### config.mk
export PLATFORM = sky130hd
export DESIGN_NAME = efuse_arb
export DESIGN_NICKNAME = d
export VERILOG_FILES = /design/src/rtl/efuse_pkg.sv /design/src/rtl/efuse_rr_arb.sv /design/src/rtl/efuse_arb.sv
export SDC_FILE = /design/constraint.sdc
export NUM_CORES = 1
export LEC_CHECK = 0
export ABC_AREA = 1
export BUFFER_PORTS_ARGS = -buffer_cell sky130_fd_sc_hd__buf_2
export CAP_MARGIN = 20
export CORE_UTILIZATION = 53
export DETAILED_ROUTE_END_ITERATION = 10
export GPL_TIMING_DRIVEN = 1
export PLACE_DENSITY = 0.85
export SLEW_MARGIN = 10
export SYNTH_ARGS = -nofsm -noshare
export SYNTH_HDL_FRONTEND = slang
export SYNTH_SLANG_ARGS = --single-unit
### constraint.sdc
create_clock -name clk -period 1.9 [get_ports clk]
set_input_delay 0.19 -clock clk [delete_from_list [all_inputs] [get_ports clk]]
set_output_delay 0.19 -clock clk [all_outputs]
set_load 0.005 [all_outputs]
### src/rtl/efuse_pkg.sv
// efuse_pkg: shared types and constants for the efuse access arbiter.
//   state_e   - arbiter FSM states
//   tag_t     - read owner tag; MSB set = register-mode owner, low bits =
//               requester channel index (sized for the largest NCH of 8)
//   GAP_CYCLES - idle cycles inserted between two owners
package efuse_pkg;

  typedef enum logic [1:0] {
    ST_IDLE  = 2'd0,
    ST_GRANT = 2'd1,
    ST_REG   = 2'd2,
    ST_GAP   = 2'd3
  } state_e;

  localparam int MAX_NCH = 8;
  localparam int TAG_W   = $clog2(MAX_NCH) + 1;

  typedef logic [TAG_W-1:0] tag_t;

  localparam tag_t TAG_REG = {1'b1, {(TAG_W-1){1'b0}}};

  localparam int GAP_CYCLES = 1;

  function automatic logic tag_is_reg(input tag_t t);
    return t[TAG_W-1];
  endfunction

endpackage

### src/rtl/efuse_rr_arb.sv
// efuse_rr_arb: NCH-wide round-robin picker.
//   req_i    - per-channel requests
//   take_i   - the pick is consumed this cycle; pointer moves past it
//   vld_o    - at least one request present
//   idx_o    - picked channel index
//   gnt_oh_o - picked channel, one-hot
// The pointer names the channel searched first; reset makes it channel 0.
module efuse_rr_arb #(
  parameter int NCH = 2,
  parameter int IW  = 1
) (
  input  logic           clk,
  input  logic           rst_n,
  input  logic [NCH-1:0] req_i,
  input  logic           take_i,
  output logic           vld_o,
  output logic [IW-1:0]  idx_o,
  output logic [NCH-1:0] gnt_oh_o
);

  logic [IW-1:0]  ptr_q, ptr_d;
  logic [NCH-1:0] hi_req;
  logic [IW-1:0]  hi_idx, any_idx;

  // Lowest request at or above the pointer wins; otherwise wrap to the
  // lowest request overall.
  always_comb begin
    hi_req  = '0;
    hi_idx  = '0;
    any_idx = '0;
    for (int i = 0; i < NCH; i++) hi_req[i] = req_i[i] && (i >= int'(ptr_q));
    for (int i = NCH - 1; i >= 0; i--) begin
      if (hi_req[i]) hi_idx  = IW'(i);
      if (req_i[i])  any_idx = IW'(i);
    end
    vld_o    = |req_i;
    idx_o    = (|hi_req) ? hi_idx : any_idx;
    gnt_oh_o = vld_o ? (NCH'(1) << idx_o) : '0;
  end

  always_comb begin
    ptr_d = ptr_q;
    if (take_i && vld_o) ptr_d = (int'(idx_o) == NCH - 1) ? '0 : idx_o + 1'b1;
  end

  always_ff @(posedge clk or negedge rst_n) begin
    if (!rst_n) ptr_q <= '0;
    else        ptr_q <= ptr_d;
  end

endmodule

### src/rtl/efuse_arb.sv
// efuse_arb: arbitrates NCH requesters plus a register-mode override onto a
// single efuse macro port.
//   req_i/pgmen_i/rden_i/aen_i/addr_i - per-channel request and strobes
//   gnt_o                             - registered one-hot grant
//   rdata_o/rvalid_o                  - shared read data, per-channel pulse
//   err_o                             - pulse on pgmen+rden both selected
//   rg_*                              - register-mode override path
//   efuse_*_o / efuse_rdata_i         - macro port, strobes registered once
//   scan_mode                         - zeroes macro outputs, blocks launches
// Reads are tracked by pushing an owner tag into an RD_LAT-deep pipeline on
// every aen rising edge seen with rden; the tag decides who gets the data.
module efuse_arb
  import efuse_pkg::*;
#(
  parameter int NCH    = 2,
  parameter int AW     = 8,
  parameter int DW     = 8,
  parameter int RD_LAT = 2
) (
  input  logic              clk,
  input  logic              rst_n,
  input  logic              scan_mode,
  input  logic [NCH-1:0]    req_i,
  input  logic [NCH-1:0]    pgmen_i,
  input  logic [NCH-1:0]    rden_i,
  input  logic [NCH-1:0]    aen_i,
  input  logic [NCH*AW-1:0] addr_i,
  output logic [NCH-1:0]    gnt_o,
  output logic [DW-1:0]     rdata_o,
  output logic [NCH-1:0]    rvalid_o,
  output logic              err_o,
  input  logic              rg_reg_mode,
  input  logic              rg_pgmen,
  input  logic              rg_rden,
  input  logic              rg_aen,
  input  logic [AW-1:0]     rg_addr,
  output logic [DW-1:0]     rg_rdata,
  output logic              rg_rvalid,
  output logic              efuse_pgmen_o,
  output logic              efuse_rden_o,
  output logic              efuse_aen_o,
  output logic [AW-1:0]     efuse_addr_o,
  input  logic [DW-1:0]     efuse_rdata_i
);

  localparam int IW = (NCH > 1) ? $clog2(NCH) : 1;

  // FSM / grant
  state_e         state_q, state_d;
  logic [IW-1:0]  owner_q, owner_d;
  logic [NCH-1:0] gnt_q, gnt_d;
  logic [1:0]     gap_cnt_q, gap_cnt_d;

  // Picker
  logic           pick_vld, pick_take;
  logic [IW-1:0]  pick_idx;
  logic [NCH-1:0] pick_oh;

  // Selected strobes and macro output register
  logic           sel_pgmen, sel_rden, sel_aen, illegal;
  logic [AW-1:0]  sel_addr;
  tag_t           sel_tag;
  logic [AW-1:0]  ch_addr [NCH];

  logic           pgmen_q, pgmen_d, rden_q, rden_d, aen_q, aen_d, aen_prev_q;
  logic [AW-1:0]  addr_q, addr_d;
  tag_t           tag_q, tag_d;
  logic           err_q, err_d;

  // Read tag pipeline and capture
  logic                    launch;
  logic [RD_LAT-1:0]       vld_pipe_q, vld_pipe_d;
  tag_t [RD_LAT-1:0]       tag_pipe_q, tag_pipe_d;
  logic                    exit_vld;
  tag_t                    exit_tag;
  logic [DW-1:0]           rdata_q, rdata_d, rg_rdata_q, rg_rdata_d;
  logic [NCH-1:0]          rvalid_q, rvalid_d;
  logic                    rg_rvalid_q, rg_rvalid_d;

  for (genvar k = 0; k < NCH; k++) begin : g_addr
    assign ch_addr[k] = addr_i[k*AW +: AW];
  end

  efuse_rr_arb #(.NCH(NCH), .IW(IW)) u_rr (
    .clk      (clk),
    .rst_n    (rst_n),
    .req_i    (req_i),
    .take_i   (pick_take),
    .vld_o    (pick_vld),
    .idx_o    (pick_idx),
    .gnt_oh_o (pick_oh)
  );

  // Register mode wins in IDLE but never cuts an active channel grant.
  always_comb begin
    state_d   = state_q;
    owner_d   = owner_q;
    gnt_d     = gnt_q;
    gap_cnt_d = gap_cnt_q;
    pick_take = 1'b0;
    case (state_q)
      ST_IDLE: begin
        gap_cnt_d = '0;
        if (rg_reg_mode) begin
          state_d = ST_REG;
        end else if (pick_vld) begin
          state_d   = ST_GRANT;
          owner_d   = pick_idx;
          gnt_d     = pick_oh;
          pick_take = 1'b1;
        end
      end
      ST_GRANT: begin
        if (!req_i[owner_q]) begin
          state_d   = ST_GAP;
          gnt_d     = '0;
          gap_cnt_d = '0;
        end
      end
      ST_REG: begin
        if (!rg_reg_mode) begin
          state_d   = ST_GAP;
          gap_cnt_d = '0;
        end
      end
      ST_GAP: begin
        if (gap_cnt_q == 2'(GAP_CYCLES - 1)) state_d = ST_IDLE;
        else                                 gap_cnt_d = gap_cnt_q + 2'd1;
      end
      default: state_d = ST_IDLE;
    endcase
  end

  // Strobe mux; the owner tag travels with the strobes so a launch seen on
  // the registered outputs is attributed to whoever drove it.
  always_comb begin
    sel_pgmen = 1'b0;
    sel_rden  = 1'b0;
    sel_aen   = 1'b0;
    sel_addr  = '0;
    sel_tag   = '0;
    case (state_q)
      ST_GRANT: begin
        sel_pgmen = pgmen_i[owner_q];
        sel_rden  = rden_i[owner_q];
        sel_aen   = aen_i[owner_q];
        sel_addr  = ch_addr[owner_q];
        sel_tag   = tag_t'(owner_q);
      end
      ST_REG: begin
        sel_pgmen = rg_pgmen;
        sel_rden  = rg_rden;
        sel_aen   = rg_aen;
        sel_addr  = rg_addr;
        sel_tag   = TAG_REG;
      end
      default: ;
    endcase
    // Program and read together would corrupt the fuse array: drop both.
    illegal = sel_pgmen & sel_rden;
    pgmen_d = sel_pgmen & ~illegal;
    rden_d  = sel_rden & ~illegal;
    aen_d   = sel_aen;
    addr_d  = sel_addr;
    tag_d   = sel_tag;
    err_d   = illegal;
  end

  assign launch = rden_q & aen_q & ~aen_prev_q & ~scan_mode;

  always_comb begin
    vld_pipe_d    = vld_pipe_q;
    tag_pipe_d    = tag_pipe_q;
    vld_pipe_d[0] = launch;
    tag_pipe_d[0] = launch ? tag_q : '0;
    for (int i = 1; i < RD_LAT; i++) begin
      vld_pipe_d[i] = vld_pipe_q[i-1];
      tag_pipe_d[i] = tag_pipe_q[i-1];
    end
  end

  assign exit_vld = vld_pipe_q[RD_LAT-1];
  assign exit_tag = tag_pipe_q[RD_LAT-1];

  // Capture still happens under scan so in-flight reads are not lost.
  always_comb begin
    rdata_d     = rdata_q;
    rg_rdata_d  = rg_rdata_q;
    rvalid_d    = '0;
    rg_rvalid_d = 1'b0;
    if (exit_vld) begin
      if (tag_is_reg(exit_tag)) begin
        rg_rdata_d  = efuse_rdata_i;
        rg_rvalid_d = 1'b1;
      end else begin
        rdata_d  = efuse_rdata_i;
        rvalid_d = NCH'(1) << exit_tag[TAG_W-2:0];
      end
    end
  end

  always_ff @(posedge clk or negedge rst_n) begin
    if (!rst_n) begin
      state_q     <= ST_IDLE;
      owner_q     <= '0;
      gnt_q       <= '0;
      gap_cnt_q   <= '0;
      pgmen_q     <= 1'b0;
      rden_q      <= 1'b0;
      aen_q       <= 1'b0;
      aen_prev_q  <= 1'b0;
      addr_q      <= '0;
      tag_q       <= '0;
      err_q       <= 1'b0;
      vld_pipe_q  <= '0;
      tag_pipe_q  <= '0;
      rdata_q     <= '0;
      rg_rdata_q  <= '0;
      rvalid_q    <= '0;
      rg_rvalid_q <= 1'b0;
    end else begin
      state_q     <= state_d;
      owner_q     <= owner_d;
      gnt_q       <= gnt_d;
      gap_cnt_q   <= gap_cnt_d;
      pgmen_q     <= pgmen_d;
      rden_q      <= rden_d;
      aen_q       <= aen_d;
      aen_prev_q  <= aen_q;
      addr_q      <= addr_d;
      tag_q       <= tag_d;
      err_q       <= err_d;
      vld_pipe_q  <= vld_pipe_d;
      tag_pipe_q  <= tag_pipe_d;
      rdata_q     <= rdata_d;
      rg_rdata_q  <= rg_rdata_d;
      rvalid_q    <= rvalid_d;
      rg_rvalid_q <= rg_rvalid_d;
    end
  end

  assign gnt_o         = gnt_q;
  assign err_o         = err_q;
  assign rdata_o       = rdata_q;
  assign rvalid_o      = rvalid_q;
  assign rg_rdata      = rg_rdata_q;
  assign rg_rvalid     = rg_rvalid_q;
  assign efuse_pgmen_o = pgmen_q & ~scan_mode;
  assign efuse_rden_o  = rden_q & ~scan_mode;
  assign efuse_aen_o   = aen_q & ~scan_mode;
  assign efuse_addr_o  = scan_mode ? '0 : addr_q;

endmodule

==> out/qor.yml, run 1 <==
globalRouteTotalUtil_pct: 23.8
period_share_pct: 81.0
finalHoldViolCount: 0
cts.sinks: 48
clk_latency_ns: 0.31
cts-resized-gates: 0
yosys_register_bits: 48
syn_area_um2: 2180
die_w_um: 66.1
numCtsBuffers: 5
max_stage_delay_ns: 0.52
nFillCells: 313
grt.overflow.total: 0
rsz0062_at_grt: "no"
critical_path.most_common_cell: "nand2_1"
instances_no_fill: 401
mostFrequentLayoutCells: "buf_2 (79), nand2_1 (65), dfrtp_1 (48)"
slew_headroom_pct: 62.1
worstPathCellList: "inv_1 -> nand2_1 -> nand3_1 -> nand3_1 -> nand2_1 -> nand2_1"
fmax_mhz: 650
io_pins: 80
cpMaxStageDelayCell: "dfrtp_1"
finalInstanceArea_um2: 2740
grt_pass1_wl_mm: 7.60
crit_start: "owner_q"
holdPathStages: 3
drt_iter0_drc: 121
ys_types: 15
antenna_left: 0
r2r_end: "state_q[0]"
first_global_vias: 1750
irDropWorstVdd_v: 0.000793
post_cts_buffers: 0
rows: 22
yosys_most_used_dff: "dfrtp_1"
holdPathEnd: "addr_q[6]"
slew_violations: 0
nets: 406
cp.required_ns: 2.10
hold_path.class: "in -> reg"
startpoint_type: "register"
antenna_found_initial: 0
die-area_um2: 4370
synth_edf_count: 0
yosysWarnings: 0
leakage_nw: 1.57
setup_violations: 0
clock_path_buffers: 2
gp_congestion: 0.819
multi_input_area_um2: 766
clock_skew_ns: 0.00871
finalSetupTns_ns: 0
antenna_cells: 0
crit_type: "reg -> reg"
via_count: 1939
syn_nets: 324
post_dp_cell_area_um2: 2610
regArea_um2: 1200
drive_gt1_share_pct: 25.2
fp.dieH_um: 66.1
routed_wl_mm: 4.64
coreArea_um2: 3800
dr.pass1.iters: 4
layout_commonest_cell: "buf_2"
cp_data_arrival_time_ns: 1.74
final_util_pct: 72.0
portBuffers: 79
place_inst: 392
synth_async_sr_flop_share_pct: 100
syn_area_per_cell_um2: 8.07
synth_cells: 270
htree_levels: 2
end_kind: "register"
initial_core_util_pct: 57.3
status: "completed"
rr_startpoint: "owner_q"
worst_slew_pin_slew_ns: 0.568
timing.final.crit_period_ns: 1.54
power_density_nw_per_um2: 1250
total_power_mw: 3.41
cts_root_buf: "clkbuf_8"
ff2ff_setup_slack_ns: 0.36
cts_tree: "built"
critical_path.max_fanout: 14
path_clk_slew_ns: 0.09
syn2layout_area_growth_pct: 25.6
post-dp-hpwl_mm: 3.43
synth-seq-area-share_pct: 55.1
vias_per_cell: 4.84
drc_errors: 0
max_cap_violations: 0
grt_max_degree: 49
worstHoldStart: "rg_addr[6]"
wire_per_inst_um: 11.6
rr_worst_depth: 6
## routing by layer
| metal | track usage [%] | vias to the layer above | part of all wire (%) | wire length (um) |
|---|---|---|---|---|
| met4 | 10.6 | 0 | 2.8 | 131 |
| li1 | - | 979 | - | - |
| met5 | 0 | - | 0 | 0 |
| met3 | 6.21 | 14 | 4.1 | 191 |
| met1 | 28.5 | 897 | 42 | 1940 |
| met2 | 40.2 | 49 | 51 | 2380 |
## through the flow
step | setup WS [ns] | hold slack, ns
2_1_floorplan | 0.643 | -0.106
3_3_place_gp | 0.458 | 0.311
3_5_place_dp | 0.401 | 0.312
4_1_cts | 0.369 | 0.113
5_1_grt | 0.203 | 0.131
6_report | 0.361 | 0.119
## worst max-delay path: cells and delay by family (launching register included)
kind	cells	cell delay, ns
and+or+nand+nor	5	0.57
DFF	1	0.52
buffers and inverters	1	0.35
## report_power, final
group	internal (mW)	switching [mW]
registers	1.29	0.152
clock network	0.396	0.347
logic	0.467	0.766
## synthesized netlist by cell type, drive strengths merged, types with 2 or more instances
cell type	number	area share [%]
nand2	65	11
nand3b	2	0.69
a21oi	9	2.1
buf	5	1.4
dfrtp	48	55
clkbuf	2	0.34
nor2	47	8.1
o21ai	29	6.7
ha	7	4.0
nand3	8	1.8
inv	45	7.8
## area by class of cell
cell class / count / share of cell area (%)
clock buffer: 5 / 2.52
clock inverter: 3 / 1.69
inverter: 46 / 6.31
multi-input combinational: 169 / 28.0
sequential: 48 / 43.9
tap: 48 / 2.20
timing repair buffer: 82 / 15.4
## registers in the layout, indices dropped and copies added (netlist names)
register	cells
addr_q	8
aen_prev_q	1
aen_q	1
err_o	1
exit_tag	2
gap_cnt_q	2
gnt_o	2
owner_q	1
pgmen_q	1
rdata_o	8
rden_q	1
rg_rdata	8
rg_rvalid	1
rvalid_o	2
state_q	2
tag_pipe_d	2
tag_q	2
u_rr.ptr_q	1
vld_pipe_q	2
## cells by family (layout without fill, tap and decap cells)
logic type / Yosys count / in the layout / share of synthesized area (%)
compound gates: 39 / 39 / 9.08
fa+ha+maj: 7 / 7 / 4.02
buf+inv: 53 / 136 / 9.71
flops: 48 / 48 / 55.1
simple gates: 123 / 123 / 22.1
## worst max-delay path by stage
| stage | slack (ns) | end |
|---|---|---|
| after floorplan | 0.64 | addr_q[0] |
| after global placement | 0.46 | state_q[1] |
| after detailed placement | 0.40 | state_q[1] |
| after CTS | 0.37 | addr_q[7] |
| after global routing | 0.20 | addr_q[3] |
| final | 0.36 | state_q[0] |
## what timing repair did
action                                  CTS  global route
endpoints found under the hold margin    48             0
endpoints found under the setup margin    0             0
hold buffers                              1             0
No activity file was read; power rests on OpenSTA's default activity.
==> run 2, diff against run 1 <==
Settings changed: CORE_UTILIZATION 53 to 49, PLACE_DENSITY 0.85 to 0.79.
Clock period 1.9 ns to 1.6 ns, I/O delays scaled along.
==> run 2 against run 1 <==
- sequential share of layout area fell by 1.3 points
- sequential cell count is the same
- wire length is 4.8% lower
- largest power group unchanged
- critical path type unchanged
==> out/qor.yml, run 2 (synthesized netlist as in run 1, its figures left out) <==
portBuffers: 79
grt_use_met2_pct: 33.8
post-dp-hpwl_mm: 3.17
drive_gt1_share_pct: 27.6
irDropWorstVdd_v: 0.000937
max_cap_violations: 0
coreArea_um2: 4140
drt_iter0_drc: 88
grt_max_degree: 49
grtUsageMet1_pct: 23.0
antenna_left: 0
period_share_pct: 92.4
cp_data_arrival_time_ns: 1.70
nets: 412
via_count: 1969
rows: 23
critical_path.max_fanout: 7
htree_levels: 2
initial_core_util_pct: 52.6
layout_commonest_cell: "buf_2"
status: "completed"
clock_path_buffers: 2
dp_worst_setup_slack_ns: 0.150
gp_congestion: 0.777
power_density_nw_per_um2: 1550
numCtsBuffers: 5
cts.sinks: 48
wire_per_inst_um: 10.8
grt.overflow.total: 0
io_pins: 80
syn2layout_area_growth_pct: 29.5
crit_type: "reg -> reg"
setup_violations: 0
finalHoldViolCount: 0
die_w_um: 68.7
cts_tree: "built"
worst_slew_pin_slew_ns: 0.594
grt.busiest_layer: "met2"
antenna_found_initial: 0
finalInstanceArea_um2: 2820
startpoint_type: "register"
fmax_mhz: 677
end_kind: "register"
path_clk_slew_ns: 0.09
finalSetupTns_ns: 0
globalRouteTotalUtil_pct: 19.3
die-area_um2: 4720
drc_errors: 0
fp.dieH_um: 68.7
vias_per_cell: 4.81
cts_root_buf: "clkbuf_8"
leakage_nw: 1.60
nFillCells: 353
grt_pass1_wl_mm: 6.71
timing.final.crit_period_ns: 1.48
post_dp_cell_area_um2: 2640
clk_latency_ns: 0.30
antenna_cells: 0
routed_wl_mm: 4.42
hold_path.class: "in -> reg"
first_global_vias: 1637
slew_violations: 0
dr.pass1.iters: 4
cp.required_ns: 1.83
whs_ns: 0.0976
slew_headroom_pct: 60.4
final_util_pct: 68.1
met3_usage_pct: 5.10
clock_skew_ns: 0.00409
mostFrequentLayoutCells: "buf_2 (79), nand2_1 (65), nor2_1 (47), dfrtp_1 (47), inv_1 (43)"
fin_ws_ns: 0.122
-- run 2: cell types whose count changed in the layout (fill, tap and decap cells not counted), sizes merged --
| cell | before | now |
|---|---|---|
| buf | 81 | 86 |
| bufinv | 1 | 2 |
| clkbuf | 5 | 6 |
| inv | 46 | 45 |
-- run 2: final timing paths --
check                      slack [ns]            end     startpoint  cells past startpoint
min in group asynchronous        0.47    rvalid_o[0]          rst_n                      3
min                               0.1      addr_q[1]     rg_addr[1]                      3
min reg2reg                      0.36  vld_pipe_q[1]  vld_pipe_q[0]                      0
max in group asynchronous        0.70     state_q[0]          rst_n                      3
max reg2reg                      0.12      addr_q[6]     state_q[1]                      7
max                              0.12      addr_q[6]     state_q[1]                      7
-- run 2: final cells by class --
class / instances / area, um^2 / share of cell area (%)
Tap cell: 50 / 62.6 / 2.22
Inverter: 46 / 176 / 6.26
Multi-Input combinational cell: 169 / 778 / 27.6
Sequential cell: 48 / 1200 / 42.6
Clock buffer: 5 / 68.8 / 2.44
Timing Repair Buffer: 88 / 463 / 16.4
Clock inverter: 3 / 68.8 / 2.44
-- run 2: where the power goes --
part | internal (mW) | switching, mW
sequential | 1.53 | 0.146
combinational | 0.657 | 0.967
clock | 0.629 | 0.428
total | 2.82 | 1.54
-- run 2: what timing repair did --
| item | in CTS | in global routing |
|---|---|---|
| buffers inserted | 0 | 3 |
| resized for setup | 0 | 5 |
| hold buffers | 1 | 0 |
| endpoints found under the hold margin | 48 | 0 |
| setup endpoints to repair | 0 | 12 |
-- run 2: metal layers --
metal | part of all wire (%) | wire (um) | up-vias
met5 | 0 | 0 | -
met4 | 1.2 | 52 | 0
met3 | 7.0 | 311 | 7
met2 | 47 | 2070 | 89
met1 | 45 | 1980 | 879
li1 | - | - | 994
-- run 2: worst max-delay path: stages, from the launching register on --
cell        delay (ns)
dfrtp_1           0.45
inv_2             0.12
ha_4              0.18
clkinvlp_4        0.16
clkbuf_2          0.18
nor2_1            0.11
o21ai_0           0.08
a21oi_1           0.13
-- run 2: through the flow --
stage          instances  power (mW)
2_1_floorplan        270        2.72
3_3_place_gp         397        3.18
3_5_place_dp         397        3.23
4_1_cts              406        4.28
5_1_grt              409        4.73
6_report             409        4.36
